## src/rtl/hazard_sched_ctrl.sv

```systemverilog
`default_nettype none
// ============================================================================
//  Module   : hazard_sched_ctrl
//  Purpose  : Pipeline sequencer for the 5-stage core. Generates PC/latch
//             enables, bubble/flush controls, EX operand forward selects,
//             the halt drain sequence and saturating stall/flush counters.
//  Revision : 1.0  initial release
// ============================================================================
//  Encodings used on the shared-type ports:
//    Forward_t : RDAT_DS=0  ALUOUT_DS=1  DATA_DS=2  LUI_DS=3
//    PCSrc_t   : ADD4=0     BRANCH=1     JUMP=2     JR=3
//    W_mux_t   : ALUOUT=0   DATA=1       LUI=2      R31=3
// ============================================================================
module hazard_sched_ctrl #(
  parameter int DRAIN_CYC = 4,
  parameter int CNT_W     = 32
) (
  input  logic             CLK,
  input  logic             RST,
  input  logic             ihit,
  input  logic             dhit,
  input  logic             mem_dren,
  input  logic             mem_dwen,
  input  logic [4:0]       id_rs,
  input  logic [4:0]       id_rt,
  input  logic [4:0]       ex_rs,
  input  logic [4:0]       ex_rt,
  input  logic [4:0]       ex_rd,
  input  logic             ex_memread,
  input  logic [4:0]       mem_rd,
  input  logic             mem_regwr,
  input  logic [1:0]       mem_wsel,
  input  logic [1:0]       mem_pcsrc,
  input  logic [4:0]       wb_rd,
  input  logic             wb_regwr,
  input  logic             wb_halt,
  output logic             pc_en,
  output logic             ifid_en,
  output logic             idex_en,
  output logic             exmem_en,
  output logic             memwb_en,
  output logic             ifid_flush,
  output logic             idex_flush,
  output logic             exmem_flush,
  output logic [1:0]       fwdA,
  output logic [1:0]       fwdB,
  output logic             halt_out,
  output logic [CNT_W-1:0] stall_cnt,
  output logic [CNT_W-1:0] flush_cnt
);

  localparam logic [1:0] RDAT_DS    = 2'd0;
  localparam logic [1:0] ALUOUT_DS  = 2'd1;
  localparam logic [1:0] DATA_DS    = 2'd2;
  localparam logic [1:0] LUI_DS     = 2'd3;
  localparam logic [1:0] ADD4_PC    = 2'd0;
  localparam logic [1:0] WSEL_ALU   = 2'd0;
  localparam logic [1:0] WSEL_LUI   = 2'd2;
  localparam logic [1:0] WSEL_R31   = 2'd3;

  // Drain counter is at least 3 bits and wide enough to hold DRAIN_CYC.
  localparam int DCW = ($clog2(DRAIN_CYC + 1) > 3) ? $clog2(DRAIN_CYC + 1) : 3;
  localparam logic [DCW-1:0] DRAIN_LAST = DCW'(DRAIN_CYC - 1);

  typedef enum logic [1:0] {
    S_RUN    = 2'd0,
    S_DRAIN  = 2'd1,
    S_HALTED = 2'd2
  } state_t;

  state_t             state_q, state_d;
  logic [DCW-1:0]     dcnt_q, dcnt_d;
  logic               halt_q, halt_d;
  logic [CNT_W-1:0]   stall_cnt_q, stall_cnt_d;
  logic [CNT_W-1:0]   flush_cnt_q, flush_cnt_d;

  logic dwait, redir, lduse, imiss;

  // Operand source select: MEM-stage result beats WB; a MEM load match
  // falls through to WB because the load-use bubble already separated them.
  function automatic logic [1:0] fwd_sel(
    input logic [4:0] s,
    input logic [4:0] m_rd, input logic m_wr, input logic [1:0] m_wsel,
    input logic [4:0] w_rd, input logic w_wr
  );
    logic mem_hit;
    mem_hit = m_wr && (m_rd == s);
    if (s == 5'd0)                                             return RDAT_DS;
    else if (mem_hit && m_wsel == WSEL_LUI)                    return LUI_DS;
    else if (mem_hit && (m_wsel == WSEL_ALU || m_wsel == WSEL_R31)) return ALUOUT_DS;
    else if (w_wr && (w_rd == s))                              return DATA_DS;
    else                                                       return RDAT_DS;
  endfunction

  // Hazard event decode.
  always_comb begin
    dwait = (mem_dren | mem_dwen) & ~dhit;
    redir = (mem_pcsrc != ADD4_PC);
    lduse = ex_memread & (ex_rd != 5'd0) & ((ex_rd == id_rs) | (ex_rd == id_rt));
    imiss = ~ihit;
  end

  // Enable/flush/forward outputs: reset dominates, then state, then event priority.
  always_comb begin
    pc_en       = 1'b1;
    ifid_en     = 1'b1;
    idex_en     = 1'b1;
    exmem_en    = 1'b1;
    memwb_en    = 1'b1;
    ifid_flush  = 1'b0;
    idex_flush  = 1'b0;
    exmem_flush = 1'b0;
    fwdA = fwd_sel(ex_rs, mem_rd, mem_regwr, mem_wsel, wb_rd, wb_regwr);
    fwdB = fwd_sel(ex_rt, mem_rd, mem_regwr, mem_wsel, wb_rd, wb_regwr);
    if (RST) begin
      {pc_en, ifid_en, idex_en, exmem_en, memwb_en} = 5'b00000;
      {ifid_flush, idex_flush, exmem_flush}         = 3'b111;
      fwdA = RDAT_DS;
      fwdB = RDAT_DS;
    end else if (state_q != S_RUN) begin
      {pc_en, ifid_en, idex_en, exmem_en, memwb_en} = 5'b00000;
    end else if (dwait) begin
      {pc_en, ifid_en, idex_en, exmem_en, memwb_en} = 5'b00000;
    end else if (redir) begin
      {ifid_flush, idex_flush, exmem_flush} = 3'b111;
    end else if (lduse || imiss) begin
      pc_en      = 1'b0;
      ifid_en    = 1'b0;
      idex_flush = 1'b1;
    end
  end

  // Next-state: halt sequencing FSM and saturating perf counters.
  always_comb begin
    state_d     = state_q;
    dcnt_d      = dcnt_q;
    halt_d      = halt_q;
    stall_cnt_d = stall_cnt_q;
    flush_cnt_d = flush_cnt_q;
    case (state_q)
      S_RUN: begin
        if (!pc_en && !redir && stall_cnt_q != '1)
          stall_cnt_d = stall_cnt_q + CNT_W'(1);
        if (redir && flush_cnt_q != '1)
          flush_cnt_d = flush_cnt_q + CNT_W'(1);
        if (wb_halt && !dwait) begin
          state_d = S_DRAIN;
          dcnt_d  = '0;
        end
      end
      S_DRAIN: begin
        if (dcnt_q == DRAIN_LAST) begin
          state_d = S_HALTED;
          halt_d  = 1'b1;
        end else begin
          dcnt_d = dcnt_q + DCW'(1);
        end
      end
      S_HALTED: halt_d = 1'b1;
      default:  state_d = S_RUN;
    endcase
  end

  // Single state register with synchronous reset.
  always_ff @(posedge CLK) begin
    if (RST) begin
      state_q     <= S_RUN;
      dcnt_q      <= '0;
      halt_q      <= 1'b0;
      stall_cnt_q <= '0;
      flush_cnt_q <= '0;
    end else begin
      state_q     <= state_d;
      dcnt_q      <= dcnt_d;
      halt_q      <= halt_d;
      stall_cnt_q <= stall_cnt_d;
      flush_cnt_q <= flush_cnt_d;
    end
  end

  assign halt_out  = halt_q & ~RST;
  assign stall_cnt = stall_cnt_q;
  assign flush_cnt = flush_cnt_q;

endmodule
`default_nettype wire

```

## config.mk

```make
export PLATFORM = sky130hd
export DESIGN_NAME = hazard_sched_ctrl
export DESIGN_NICKNAME = d
export VERILOG_FILES = /design/src/rtl/hazard_sched_ctrl.sv
export SDC_FILE = /design/constraint.sdc
export NUM_CORES = 1
export LEC_CHECK = 0
export CAP_MARGIN = 20
export CELL_PAD_IN_SITES_DETAIL_PLACEMENT = 1
export CELL_PAD_IN_SITES_GLOBAL_PLACEMENT = 2
export CORE_ASPECT_RATIO = 0.75
export CORE_MARGIN = 8
export CORE_UTILIZATION = 27
export DETAILED_ROUTE_END_ITERATION = 7
export PLACE_DENSITY = 0.84
export SYNTH_ARGS = -nofsm -noshare
export SYNTH_HDL_FRONTEND = slang
export SYNTH_SLANG_ARGS = --single-unit
```

## constraint.sdc

```tcl
create_clock -name CLK -period 2.5 [get_ports CLK]
set_input_delay 0.375 -clock CLK [delete_from_list [all_inputs] [get_ports CLK]]
set_output_delay 0.375 -clock CLK [all_outputs]
set_load 0.02 [all_outputs]
```

==> reports/results.ini <==
[critical_path]
rr_endpoint = stall_cnt[20]
path_class = input port to register
max_stage_delay_ns = 0.53
crit_buf_inv = 4
worstSetupStartpoint = ex_rd[2]
worstSetupEndpointType = register
crit_fanout = 22
cpMaxStageDelayCell = or4_1
cp-start-kind = input port
r2r_slack_ns = 0.27
arrival_ns = 2.71
required_ns = 2.76
reg2reg_from = stall_cnt[10]
crit_end = stall_cnt[25]
cp.depth = 10
crit_chain = clkdlybuf4s50_1, buf_4, xnor2_1, nand3_1, o22ai_2, buf_4, o21ai_4, buf_8, or4_1, a21oi_1
critPathMostFrequentCell = buf_4
worstRegToRegCells = 7
cp_top_family = buffers and inverters

[cts]
cts-root-buf = clkbuf_16
cts_buffer_depth = 2
cts_inserted_buffers = 9
cts_tree = built
worstSkewPairLatency_ns = 0.34
path_clk_slew_ns = 0.06
htreeDepth = 3
cts_sinks = 70

[cells_and_area]
area_growth_pct = 48.2
instances_no_fill = 839
final_nets = 683
drive_gt1_share_pct = 12.9
final_area_sq_mm = 0.00605
n_antenna_cell = 0
post-route-util_pct = 40.4

[yosys]
ys.flop_type = dfxtp_1
synth.area.top_cells = dfxtp_1 34%, xor2_1 8.4%, a21oi_1 4.7%
synth_cell_types = 49
avgSynthCellArea_sq_um = 8.45
seq_area_frac_synth_pct = 34.3
syn_area_sq_mm = 0.00408
synth.net_count = 537
ys_top_cells_by_count = 70 x dfxtp_1, 42 x nor2_1, 39 x xor2_1, 38 x a21oi_1, 38 x nand3_1
yosysWarnings = 0
netlist.top_cell.by_area = dfxtp_1
ys_ff_latch = 70
synth_edf_count = 0
yosysMostFrequentCell = dfxtp_1
yosysTopAreaCellShare_pct = 34.3
synthArstFlopShare_pct = 0
postSynthCellCount = 483

[grt]
grt_usage_pct = 15.3
antenna_found_initial = 0
grt_pass1_vias = 4255
grt_first_pass_wirelength_um = 23400
grt-ovfl-total = 0
grt_max_degree = 55

[die]
ios = 126
initial_core_util_pct = 27.2
die-height_um = 122
core_area_sq_mm = 0.0150
row_count = 39
die_x_um = 158
dieArea_sq_mm = 0.0193

[power]
p_leak_nw = 2.17
p_per_area_mw_per_mm2 = 463
total_power_mw = 2.80
vdd_ir_drop_max_mv = 0.308

[timing]
period_minus_slack_ns = 2.45
worst_pin_slew_ns = 0.586
setup_viol = 0
setup_ws_ns = 0.0535
clock.fmax_ghz = 0.409
slew_viol_final = 0
finalHoldViolations = 0
hold_ws_ns = 0.476
relSlewSlack_pct = 60.5
grt_setup_unrepaired = false
min_period_over_period_pct = 97.9
fin_tns_setup_ns = 0
clock_skew_ns = 0.00806

[min_path]
worstHoldPathType = register to register

[route]
drt.antenna.violating_nets = 0
vias = 4193
drt-pass1-iter-count = 4
drtIter0Drc = 165
vias_per_cell = 5.00
wirelength_um = 14700
drcViolationCount = 0
wl_per_cell_um = 17.5

[run]
cap_viol_max_count = 0

[placement]
place_congestion = 0.843
port_buffers = 125
preCtsSetupSlack_ns = -0.448
placed_area_sq_mm = 0.00571
hpwlAfterDp_um = 11300
dp.cells = 821

[outcome]
status = complete, no violations

-- timing repair --
action,CTS,global route
resized for setup,20,18
setup endpoints to repair,19,31
hold buffers,0,0
buffers inserted,0,2
pin swaps,0,2
cloned,0,0
-- worst register-to-register path, stage by stage, from the launching register on --
cell and delay [ns]:
dfxtp_1 0.43, and4_1 0.31, nand4_4 0.17, a311oi_4 0.42, buf_4 0.21, nand4_1 0.11, or3_1 0.33, a21oi_1 0.17
-- report_power, final --
part / internal, mW / switching (mW)
Sequential: 1.13 / 0.0143
Clock: 0.826 / 0.481
Combinational: 0.180 / 0.175
Total: 2.13 / 0.671
-- placed cells by master (no fill, tap or decap), drive strengths merged, types with 7 or more instances in the layout --
master,instances
xnor2,19
or3,13
a21oi,38
and3,19
nand3,38
clkdlybuf4s50,115
o31ai,17
xor2,39
and4,13
and2,7
nor3,7
nor2b,8
buf,45
dfxtp,70
clkbuf,15
o21ai,14
or4,20
inv,7
nor2,42
nand4,19
nand2,22
-- per-layer routing --
layer  track usage (%)  vias up  part of all wire, %
met5                 0        -                    0
met4              3.76        0                  1.5
met3              4.61       15                  4.2
met2              25.6       68                   49
met1              19.1     2049                   46
li1                  -     2061                    -
-- cells by family after synthesis --
family | synth area share, %
adders and majority gates | 1.53
DFF | 34.3
and+or+nand+nor | 31.9
buffers and inverters | 4.69
muxes | 1.84
AOI/OAI and AO/OA | 13.2
xor gates and xnor gates | 12.5
-- registers in the layout (all words and copies together) (netlist names) --
signal     count
halt_q         1
flush_cnt     32
state_q        2
dcnt_q         3
stall_cnt     32
-- how the worst min path moves through the flow --
stage / depth (start not counted) / end / start / slack [ns]
5_1_grt: 2 / dcnt_q[1] / dcnt_q[1] / 0.51
6_report: 2 / dcnt_q[1] / dcnt_q[1] / 0.48
2_1_floorplan: 2 / dcnt_q[1] / dcnt_q[1] / 0.45
3_5_place_dp: 2 / dcnt_q[1] / dcnt_q[1] / 0.47
4_1_cts: 2 / dcnt_q[1] / dcnt_q[1] / 0.48
3_3_place_gp: 2 / dcnt_q[1] / dcnt_q[1] / 0.46
-- final cells by class --
type / count / area (sq um)
Fill cell: 1786 / 8930
Inverter: 7 / 26.3
Multi-Input combinational cell: 376 / 2510
Timing Repair Buffer: 165 / 1550
Clock buffer: 13 / 260
Tap cell: 205 / 256
Sequential cell: 70 / 1400
Clock inverter: 3 / 42.5
Power figures use the tool's default switching activity.
